<file path="config.mk">
export PLATFORM = sky130hd
export DESIGN_NAME = instr_encoder
export DESIGN_NICKNAME = d
export VERILOG_FILES = /design/src/rtl/instr_encoder.sv
export SDC_FILE = /design/constraint.sdc
export NUM_CORES = 1
export LEC_CHECK = 0
export ABC_AREA = 1
export CAP_MARGIN = 20
export CORE_AREA = 5 5 106 88
export DETAILED_ROUTE_END_ITERATION = 7
export DIE_AREA = 0 0 111 93
export GPL_TIMING_DRIVEN = 0
export PLACE_DENSITY = 0.8
export SLEW_MARGIN = 10
export SYNTH_ARGS = -nofsm -noshare
export SYNTH_HDL_FRONTEND = slang
export SYNTH_SLANG_ARGS = --single-unit
</file>
<file path="constraint.sdc">
create_clock -name clk -period 1.5 [get_ports clk]
set_input_delay 0.15 -clock clk [delete_from_list [all_inputs] [get_ports clk]]
set_output_delay 0.15 -clock clk [all_outputs]
set_load 0.005 [all_outputs]
</file>
<file path="src/rtl/instr_encoder.sv">
// Packs symbolic instructions into 32-bit MIPS words and streams them into
// instruction memory one word per cycle, starting at BASE_ADDR.
module instr_encoder #(
   parameter int ADDR_W    = 8,
   parameter int DEPTH     = 256,
   parameter int BASE_ADDR = 0
) (
   input  logic              clk,
   input  logic              reset,
   input  logic              clear,
   input  logic              in_valid,
   output logic              in_ready,
   input  logic [3:0]        mnem,
   input  logic [4:0]        rs,
   input  logic [4:0]        rt,
   input  logic [4:0]        rd,
   input  logic [15:0]       imm,
   input  logic [25:0]       target,
   output logic              mem_we,
   output logic [ADDR_W-1:0] mem_addr,
   output logic [31:0]       mem_wdata,
   output logic [ADDR_W:0]   count,
   output logic              done,
   output logic              full,
   output logic              illegal
);

   localparam logic [3:0] M_NOOP    = 4'd0;
   localparam logic [3:0] M_LW      = 4'd1;
   localparam logic [3:0] M_SW      = 4'd2;
   localparam logic [3:0] M_J       = 4'd3;
   localparam logic [3:0] M_JR      = 4'd4;
   localparam logic [3:0] M_JAL     = 4'd5;
   localparam logic [3:0] M_BNE     = 4'd6;
   localparam logic [3:0] M_XORI    = 4'd7;
   localparam logic [3:0] M_ADD     = 4'd8;
   localparam logic [3:0] M_SUB     = 4'd9;
   localparam logic [3:0] M_SLT     = 4'd10;
   localparam logic [3:0] M_SYSCALL = 4'd11;

   logic              mem_we_q, mem_we_d;
   logic [ADDR_W-1:0] mem_addr_q, mem_addr_d;
   logic [31:0]       mem_wdata_q, mem_wdata_d;
   logic [ADDR_W:0]   ptr_q, ptr_d;
   logic              done_q, done_d;
   logic              full_q, full_d;
   logic              illegal_q, illegal_d;

   logic [31:0]       word;
   logic              legal;
   logic              accept;

   // Unused fields of each format are simply left out of the concatenation.
   always_comb begin
      word  = 32'h0;
      legal = 1'b1;
      case (mnem)
         M_NOOP:    word = 32'h0;
         M_LW:      word = {6'b100011, rs, rt, imm};
         M_SW:      word = {6'b101011, rs, rt, imm};
         M_J:       word = {6'b000010, target};
         M_JR:      word = {6'b000000, rs, 15'b0, 6'b001000};
         M_JAL:     word = {6'b000011, target};
         M_BNE:     word = {6'b000101, rs, rt, imm};
         M_XORI:    word = {6'b001110, rs, rt, imm};
         M_ADD:     word = {6'b000000, rs, rt, rd, 5'b0, 6'b100000};
         M_SUB:     word = {6'b000000, rs, rt, rd, 5'b0, 6'b100010};
         M_SLT:     word = {6'b000000, rs, rt, rd, 5'b0, 6'b101010};
         M_SYSCALL: word = 32'h0000000C;
         default:   legal = 1'b0;
      endcase
   end

   assign in_ready = !reset && !clear && !done_q && !full_q;
   assign accept   = in_valid && in_ready;

   // clear only rewinds bookkeeping; a write registered last cycle still
   // drives memory during the clear cycle.
   always_comb begin
      ptr_d       = ptr_q;
      done_d      = done_q;
      full_d      = full_q;
      mem_we_d    = 1'b0;
      mem_addr_d  = mem_addr_q;
      mem_wdata_d = mem_wdata_q;
      illegal_d   = 1'b0;
      if (clear) begin
         ptr_d  = '0;
         done_d = 1'b0;
         full_d = 1'b0;
      end else if (accept) begin
         if (legal) begin
            mem_we_d    = 1'b1;
            mem_addr_d  = ADDR_W'(BASE_ADDR) + ptr_q[ADDR_W-1:0];
            mem_wdata_d = word;
            ptr_d       = ptr_q + 1'b1;
            if (ptr_d == (ADDR_W+1)'(DEPTH)) full_d = 1'b1;
            if (mnem == M_SYSCALL)           done_d = 1'b1;
         end else begin
            illegal_d = 1'b1;
         end
      end
   end

   always_ff @(posedge clk) begin
      if (reset) begin
         mem_we_q    <= 1'b0;
         mem_addr_q  <= ADDR_W'(BASE_ADDR);
         mem_wdata_q <= 32'h0;
         ptr_q       <= '0;
         done_q      <= 1'b0;
         full_q      <= 1'b0;
         illegal_q   <= 1'b0;
      end else begin
         mem_we_q    <= mem_we_d;
         mem_addr_q  <= mem_addr_d;
         mem_wdata_q <= mem_wdata_d;
         ptr_q       <= ptr_d;
         done_q      <= done_d;
         full_q      <= full_d;
         illegal_q   <= illegal_d;
      end
   end

   assign mem_we    = mem_we_q;
   assign mem_addr  = mem_addr_q;
   assign mem_wdata = mem_wdata_q;
   assign count     = ptr_q;
   assign done      = done_q;
   assign full      = full_q;
   assign illegal   = illegal_q;

endmodule

</file>
Yosys cells after proc, flatten, opt, wreduce, memory -nomap -nowiden
Cells that the tools add are included.
- $add $sub $neg: 1
- $mul: 0
- divide/modulo/power cells: 0
- $lt $le $gt $ge: 0
- equal/unequal tests: 12
- shift-type cells: 0
- mux-type cells: 4
- bitwise operators: 2
- reductions and logical operators: 16
- operators by type and width (cell ; number):
    case mux 32 bit (11 select lines) ; 1
    equality test 4 x 3 -> 1 bit (second input constant) ; 4
    equality test 4 bit (second input constant) ; 4
    OR reduction 12 bit ; 1
    adder 9 x 1 -> 9 bit (second input constant) ; 1
    equality test 9 bit (second input constant) ; 1
    AND reduction 3 bit ; 3
    equality test 4 x 2 -> 1 bit (second input constant) ; 2
    equality test 4 x 1 -> 1 bit (second input constant) ; 1
    logical AND 1 bit ; 4
    zero test 1 bit ; 4
    zero test 4 bit ; 1
    2-to-1 mux 1 bit ; 3
    OR reduction 3 bit ; 1
    inverter 1 bit ; 2
    AND reduction 2 bit ; 1
    OR reduction 2 bit ; 1
- register bits after elaboration: 53
- bits in latches: 0
- memory bits (writable): 0
- memory bits (read-only): 0
- output and inout port bits: 54
- memories kept: 0

Depth between registers and ports, before layout
Gate-level depths: netlist (run 1).
- depth after elaboration: 7
- depth in mapped cells: 10
- gate-level depth less buffers: 10

Least setup slack after synthesis (run 1)
No wires, ideal clock.
- kind: input to register
- start: input port mnem[3]
- end: register mem_wdata_q[5] (netlist: mem_wdata[5])
- arrival: 1.275 ns
- path slack: 0.092 ns
- stages on the path: 10
- buffers on the path: 2
- cell sequence: inv_1 -> ha_1 -> buf_4 -> nand3_1 -> nand4_2 -> buf_6 -> nand2_1 -> nand2_1 -> nand2_1 -> a21oi_1
- cells in the longest elaborated chain, start to end: 4
- ends and longest elaborated chain (element ; RTL line ; RTL):
    start, declared ; 13 ; input logic [3:0] mnem,
    equality test 4 bit (tied with other cells) ; 57 ; case (mnem)
    OR reduction 12 bit (no source line) ; - ;
    2-to-1 mux 1 bit ; 57 ;
    AND reduction 3 bit (no source line) ; - ;
    end signal, assigned ; 117 ; mem_wdata_q <= mem_wdata_d;
    end, declared ; 43 ; logic [31:0] mem_wdata_q, mem_wdata_d;
Several ways; a longest one is shown, not always the timed one.
A chain may end at the register's enable or synchronous reset.

Final worst setup path (run 1)
- start: input port mnem[2]
- end: register mem_wdata_q[24] (netlist: mem_wdata[24])
Same word-level chain as after synthesis.

==> results of run 1 <==
## stage by stage
step / hold WS [ns] / instance area (um^2) / total power [mW] / setup WS (ns) / setup TNS (ns)
after floorplan: 0.336 / 2780 / 1.68 / 0.0924 / 0
after global placement: 0.451 / 4080 / 1.99 / -0.799 / -23.55
after detailed placement: 0.457 / 4080 / 1.99 / -0.831 / -24.94
after CTS: 0.179 / 4330 / 2.98 / 0.00166 / 0
after global routing: 0.181 / 4440 / 3.11 / -0.0402 / -0.206
final: 0.170 / 4440 / 2.97 / 0.0368 / 0
## per-layer routing
layer / wire (um) / vias to the layer above / global-route usage [%]
li1: - / 1662 / -
met1: 4100 / 1474 / 21.9
met2: 4510 / 127 / 31.0
met3: 886 / 6 / 6.60
met4: 70 / 0 / 2.87
met5: 0 / - / 0
## power breakdown
group	total (mW)	switching [mW]	internal (mW)
registers	1.42	0.0172	1.40
clock network	0.954	0.460	0.494
logic	0.595	0.283	0.312
total	2.97	0.760	2.21
## synthesized netlist by cell type
library cell / n
a21oi_1: 54
a31oi_1: 1
buf_2: 8
buf_4: 6
buf_6: 1
clkbuf_1: 6
conb_1: 1
dfxtp_1: 52
ha_1: 6
inv_1: 30
inv_2: 1
nand2_1: 158
nand3_1: 21
nand3_2: 1
nand3b_1: 1
nand4_1: 6
nand4_2: 2
nor2_1: 30
nor2_4: 2
nor3_1: 2
o211ai_1: 5
o21a_1: 1
o21a_2: 1
o21ai_0: 30
o21ai_2: 1
o21bai_1: 1
## flip-flops by register name, summed over array words and instances, names as in the netlist
signal	cells
mem_wdata	31
illegal	1
full	1
done	1
mem_we	1
mem_addr	8
count	9
## final cells by class
cell class                 instances  area [um^2]
buffer                            21          168
clock buffer                       5         68.8
clock inverter                     3         42.5
fill                             783         3780
inverter                          31          116
multi-input combinational        324         1610
sequential                        52         1050
tap                              112          140
timing repair buffer             129         1240
## worst max-delay path, delay by kind of cell
kind            cells  cell delay (ns)
buf+inv             4             0.70
compound gates      2             0.28
simple gates        4             0.35
fa+ha+maj           1             0.20
## final timing paths
kind / to / cells after the start / from / slack (ns)
max: mem_wdata[24] / 11 / mnem[2] / 0.04
min: mem_wdata[12] / 2 / reset / 0.17
max reg2reg: mem_wdata[6] / 7 / full / 0.07
min reg2reg: mem_wdata[9] / 2 / mem_wdata[9] / 0.47
## logic make-up (layout without fill, tap and decap cells)
logic type	Yosys count	in the layout	share of synthesized area, %
flops	52	52	37.5
compound gates	94	94	17.9
buf+inv	52	189	8.48
fa+ha+maj	6	6	2.71
other cells	1	1	0.135
simple gates	223	223	33.3
## repair_timing
action,CTS,global route
cloned,2,0
resized for setup,28,38
buffers inserted,7,4
pin swaps,3,5
endpoints found under the setup margin,35,44
hold endpoints to repair,0,0
hold buffers,0,0
==> results.yml, run 1 <==
global_routing:
  gr-total-overflow: 0
  grt_pass1_vias: 3166
  antenna_found_initial: 0
  grt_pass1_wl_um: 15300
  grt_usage_pct: 18.0
  grt_max_degree: 17
drt:
  post-route-drc-count: 0
  drt_pre_antenna_iters: 5
  ant_nets: 0
  routed_wl_um: 9570
  drtIter0Drc: 123
  wl_per_cell_um: 14.1
  num_vias: 3269
  viasPerCell: 4.83
sta:
  relSlewSlack_pct: 62.7
  setup_viol_count_final: 0
  final-hold-violation-count: 0
  worst_clock_skew_ns: 0.0142
  drv_slew: 0
  rsz0062_at_grt: "yes"
  clock.fmax_mhz: 683
  post-route-min-period_ns: 1.46
  tightest_slew_ns: 0.559
  fin_crit_sh_pct: 97.5
clock_network:
  cts_buffer_depth: 2
  h-tree-depth: 2
  cts_tree: "yes"
  insertion_delay_ns: 0.30
  path_clk_slew_ns: 0.09
  cts.sink_count: 52
  numCtsBuffers: 5
  cts_root_buf: "clkbuf_8"
worst_setup_path:
  criticalPathCategory: "input port to flip-flop"
  worstPathRequired_ns: 1.72
  start_kind: "input port"
  cp_slowest_stage_delay_ns: 0.26
  path_cells: "dlygate4sd2_1, ha_2, buf_6, nand3_4, buf_4, buf_4, a21oi_1, nor2_1, nand3_1, nand2_1, a21oi_1"
  cp-end-kind: "flip-flop"
  arrival_ns: 1.69
  worst_path_max_delay_cell: "dlygate4sd2_1"
  critPathMaxFanout: 10
synth:
  ys_seq_area_share_pct: 37.5
  yosys.area.top_type: "dfxtp_1"
  synth.area.top_cells: "dfxtp_1 38%, nand2_1 21%, a21oi_1 9.7%"
  synth_cells: 428
  syn-num-nets: 499
  synth_cell_types: 26
  avgSynthCellArea_um2: 6.48
  syn_area_um2: 2780
  synth_top_area_share_pct: 37.5
  yosys_warnings: 0
  synth-seq-cells: 52
place:
  dp_hpwl_um: 7260
  place_congestion: 0.879
  dpl.cell_count: 656
  io_buffers: 116
pwr:
  p_leak_nw: 1.75
  power.density_nw_per_um2: 669
  peakVddDrop_uv: 481
cells_and_area:
  utilization_pct: 54.0
  area_growth_syn_to_layout_pct: 59.9
  layout_commonest_cell: "nand2_1"
  mostFrequentLayoutCells: "155 x nand2_1, 111 x clkdlybuf4s50_1, 52 x a21oi_1"
  fin_nets: 635
  diodes: 0
  drive_gt1_share_pct: 12.4
  final_cells: 677
die:
  rows: 30
  die-width_um: 111
  core_um2: 8220
  io_pins: 119
  die_h_um: 93
  start_util_pct: 33.8
  dieArea_um2: 10300
run:
  drv_cap: 0
hold_path:
  hold_path.class: "input port to flip-flop"
status:
  status: "complete, no violations"
Power figures use the tool's default switching activity.
==> run 2: changes to the inputs <==
GPL_ROUTABILITY_DRIVEN = 0   (was default)
TNS_END_PERCENT = 20   (was default)
==> run 2 against run 1 <==
Clock skew decreased by 0.0059 ns. Sequential power about the same. Die area unchanged. Sequential share of layout area increased by 0.50 points. Critical path depth decreased by 10. Flip-flop and latch count unchanged. Clock power decreased by 8.2%. Non-clock buffer count decreased by 5. Worst hold slack got worse by 0.032 ns. Fmax increased by 1.4%.
==> results.yml, run 2 (synthesis gave the netlist of run 1 again) <==
cells_and_area:
  mostFrequentLayoutCells: "157 x nand2_1, 111 x clkdlybuf4s50_1, 53 x a21oi_1"
  diodes: 0
  fin_nets: 630
  fillers: 769
  utilization_pct: 52.8
  layout_commonest_cell: "nand2_1"
  largest_register_ffs: 31
  drive_gt1_share_pct: 10.5
  area_growth_syn_to_layout_pct: 56.5
sta:
  setup_viol_count_final: 0
  post-route-min-period_ns: 1.44
  clock.fmax_mhz: 693
  final-hold-violation-count: 0
  fin_crit_sh_pct: 96.2
  worst_clock_skew_ns: 0.00829
  relSlewSlack_pct: 63.5
  rsz0062_at_grt: "yes"
  whs_ns: 0.138
  tightest_slew_ns: 0.547
  drv_slew: 0
pwr:
  power.density_nw_per_um2: 661
  p_leak_nw: 1.71
  peakVddDrop_uv: 349
worst_setup_path:
  arrival_ns: 1.29
  cp-end-kind: "output pin"
  path_buf_inv: 1
  criticalPathCategory: "flip-flop to output pin"
  start_kind: "flip-flop"
  critPathMaxFanout: 6
  critPathTopFamily: "buffers and inverters"
  worst_path_max_delay_cell: "clkdlybuf4s50_1"
  cp_slowest_stage_delay_ns: 0.54
  path_cells: "clkdlybuf4s50_1"
  worstPathRequired_ns: 1.35
die:
  dieArea_um2: 10300
  core_um2: 8220
  start_util_pct: 33.8
  die-width_um: 111
  io_pins: 119
  die_h_um: 93
  rows: 30
drt:
  viasPerCell: 4.88
  drtIter0Drc: 144
  post-route-drc-count: 0
  ant_nets: 0
  num_vias: 3280
  drt_pre_antenna_iters: 7
  routed_wl_um: 9340
  wl_per_cell_um: 13.9
clock_network:
  cts_root_buf: "clkbuf_8"
  cts.sink_count: 52
  cts_tree: "yes"
  numCtsBuffers: 5
  h-tree-depth: 2
  cts_buffer_depth: 2
  path_clk_slew_ns: 0.11
  insertion_delay_ns: 0.31
run:
  drv_cap: 0
status:
  status: "complete, no violations"
global_routing:
  grt_usage_pct: 17.6
  grt_pass1_vias: 3192
  grt_pass1_wl_um: 15100
  antenna_found_initial: 0
  gr-total-overflow: 0
  grt_max_degree: 19
hold_path:
  hold_path.class: "input port to flip-flop"
place:
  io_buffers: 116
  dp_hpwl_um: 7150
==> run 2: cell types whose count changed in the layout (fill, tap and decap cells not counted), sizes merged <==
| cell | previous run | this run |
|---|---|---|
| bufinv | 1 | 0 |
| inv | 31 | 32 |
| clkinvlp | 1 | 2 |
| clkinv | 1 | 0 |
| buf | 27 | 22 |
| dlygate4sd2 | 2 | 1 |
| clkdlybuf4s15 | 0 | 1 |
==> run 2: cell type report <==
type / count / area, um^2 / area share (%)
inverters: 31 / 116 / 2.68
clock inverters: 3 / 26.3 / 0.605
clock buffers: 5 / 68.8 / 1.58
multi-input cells: 324 / 1580 / 36.5
flip-flops and latches: 52 / 1050 / 24.1
plain buffers: 21 / 155 / 3.57
well taps: 112 / 140 / 3.23
repair buffers: 124 / 1200 / 27.7
==> run 2: worst paths after layout <==
path | start | to | slack [ns] | cells after the start
max | count[2] | count[2] | 0.06 | 1
min | reset | mem_wdata[12] | 0.14 | 2
max reg2reg | count[0] | full | 0.07 | 10
min reg2reg | mem_wdata[21] | mem_wdata[21] | 0.47 | 2
==> run 2: repair_timing <==
| item | CTS | global route |
|---|---|---|
| endpoints found under the setup margin | 36 | 48 |
| pin swaps | 2 | 3 |
| buffers inserted | 2 | 6 |
| gates resized for setup | 23 | 29 |
| hold buffers | 0 | 0 |
==> run 2: routing by layer <==
metal | GRT usage (%) | vias up | share of wire [%]
met5 | 0 | - | 0
li1 | - | 1647 | -
met1 | 21.3 | 1469 | 43
met2 | 30.2 | 152 | 47
met3 | 6.02 | 12 | 9.2
met4 | 4.62 | 0 | 1.0
==> run 2: worst reg2reg max path: cells and delay by family (launching register included) <==
kind / cells / cell delay (ns)
simple gates: 7 / 0.58
flops: 1 / 0.39
fa+ha+maj: 1 / 0.21
compound gates: 1 / 0.12
buf+inv: 1 / 0.08
==> run 2: through the flow <==
stage	cells	setup WS, ns	setup TNS [ns]	area [um^2]	power (mW)
after global placement	656	-0.787	-23.17	4080	1.98
after detailed placement	656	-0.825	-24.49	4080	1.99
after CTS	666	-0.0260	-0.0260	4260	2.87
final	672	0.0576	0	4340	2.87
after global routing	672	-0.0573	-0.102	4340	3.02
after floorplan	428	0.0924	0	2780	1.68
==> run 2: power by group <==
group	switching (mW)	total, mW	internal (mW)
clock network	0.535	0.876	0.341
registers	0.0169	1.42	1.40
logic	0.275	0.576	0.301
total	0.827	2.87	2.05
==> run 3: changes to the inputs <==
CAP_MARGIN = default   (was 20)
CORE_AREA = 5 5 102 85   (was 5 5 106 88)
DIE_AREA = 0 0 107 90   (was 0 0 111 93)
PLACE_DENSITY = 0.85   (was 0.8)
==> run 3 against run 2 <==
Clock skew rose by 0.0032 ns. Non-clock buffer count rose by 3. Register-to-register slack barely moved. Cell count fell by 2.4%. Fmax fell by 1.2%. Flip-flop and latch count did not move. Routed wire length rose by 6.4%. Clock power rose by 11%. Critical endpoint is now mem_wdata[28]. Largest power group unchanged. Highest routed layer unchanged.
==> results.yml, run 3 (synthesis gave the netlist of run 1 again) <==
sta:
  post-route-min-period_ns: 1.46
  whs_ns: 0.138
  finalWorstSetupSlack_ns: 0.0394
  tightest_slew_ns: 0.559
  final-hold-violation-count: 0
  drv_slew: 0
  fin_crit_sh_pct: 97.4
  rsz0062_at_grt: "yes"
  clock.fmax_mhz: 685
  setup_viol_count_final: 0
  worst_clock_skew_ns: 0.0115
  relSlewSlack_pct: 62.7
place:
  dpl.cell_count: 637
  dp_hpwl_um: 7280
  place_ws_ns: -0.907
  io_buffers: 116
global_routing:
  grt_use_met1_pct: 23.7
  grt_pass1_vias: 3269
  antenna_found_initial: 0
  grt_util_met2_pct: 33.0
  met3_usage_pct: 6.45
  grt_usage_pct: 19.5
  top_usage_layer: "met2"
  gr-total-overflow: 0
  grt_max_degree: 17
  grt_pass1_wl_um: 15400
die:
  dieArea_um2: 9630
  core_um2: 7620
  die-width_um: 107
  rows: 29
  die_h_um: 90
  io_pins: 119
  start_util_pct: 36.4
clock_network:
  insertion_delay_ns: 0.30
  cts_root_buf: "clkbuf_8"
  cts.sink_count: 52
  path_clk_slew_ns: 0.10
  cts_tree: "yes"
  numCtsBuffers: 5
  h-tree-depth: 2
  cts_buffer_depth: 2
  cts_hold_buf: 0
cells_and_area:
  fillers: 696
  utilization_pct: 58.2
  fin_nets: 633
  layout_commonest_cell: "nand2_1"
  final_cells: 656
  area_growth_syn_to_layout_pct: 59.7
  mostFrequentLayoutCells: "156 x nand2_1, 111 x clkdlybuf4s50_1, 53 x a21oi_1"
  diodes: 0
  largest_register_ffs: 31
  drive_gt1_share_pct: 11.9
drt:
  post-route-drc-count: 0
  num_vias: 3373
  viasPerCell: 5.14
  wl_per_cell_um: 15.2
  routed_wl_um: 9940
  drtIter0Drc: 228
  drt_pre_antenna_iters: 5
  ant_nets: 0
worst_setup_path:
  start_kind: "input port"
  criticalPathCategory: "input port to flip-flop"
  critPathMaxFanout: 10
  cp-end-kind: "flip-flop"
  worstPathRequired_ns: 1.67
  reg2reg_slack_ns: 0.06
  arrival_ns: 1.63
status:
  status: "complete, no violations"
hold_path:
  hold_path.class: "input port to flip-flop"
pwr:
  power_mw: 3.00
  seqPwrFrac_pct: 47.3
  swShare_pct: 26.1
  switchingPower_mw: 0.785
  peakVddDrop_uv: 747
  p_clk_share_pct: 32.3
  p_leak_nw: 1.76
  power.density_nw_per_um2: 677
  intPower_mw: 2.22
  p_comb_share_pct: 20.4
run:
  drv_cap: 0
-- run 3: cell type report --
cell class                      instances  area, um^2  area share, %
Buffer                                 20         153           3.44
Clock buffer                            5        68.8           1.55
Clock inverter                          3        42.5          0.960
Inverter                               31         116           2.63
Multi-Input combinational cell        324        1610           36.3
Sequential cell                        52        1050           23.7
Tap cell                               93         116           2.63
Timing Repair Buffer                  128        1280           28.8
-- run 3: metal layers --
layer  routed length (um)  up-vias  share of wire [%]
li1                     -     1655                  -
met4                  172        0                1.7
met3                  957       20                9.6
met5                    0        -                  0
met2                 4760      185                 48
met1                 4050     1513                 41
-- run 3: worst max-delay path, stage by stage --
cell             delay (ns)
clkdlybuf4s50_1        0.45
nor2_4                 0.14
nand4_4                0.11
nor2_4                 0.26
inv_2                  0.12
clkbuf_4               0.23
nand2_1                0.09
a21oi_1                0.06
-- run 3: repair_timing --
item                                   in CTS  in global routing
endpoints found under the hold margin       0                  0
pin swaps                                   2                  6
setup endpoints to repair                  32                 37
gates resized for setup                    28                 29
setup buffers                               2                 10
-- run 3: worst paths after layout --
kind / endpoint / start / cells after the start
setup / recovery: mem_wdata[28] / clear / 8
hold / removal: mem_wdata[12] / reset / 2
setup reg to reg: mem_wdata[28] / full / 7
hold reg to reg: mem_addr[0] / mem_addr[0] / 2
-- run 3: power groups by stage --
stage / registers [mW] / logic [mW] / clock network, mW
after global placement: 1.45 / 0.528 / 0
after global routing: 1.42 / 0.661 / 1.04
final: 1.42 / 0.612 / 0.969
after floorplan: 1.46 / 0.229 / 0
after detailed placement: 1.46 / 0.541 / 0
after CTS: 1.42 / 0.575 / 0.993
-- run 3: metrics by stage --
step,cell area (um^2),TNS [ns]
after floorplan,2780,0
after global placement,4050,-23.10
after detailed placement,4050,-25.28
after CTS,4280,-0.00359
after global routing,4430,-0.237
final,4430,0
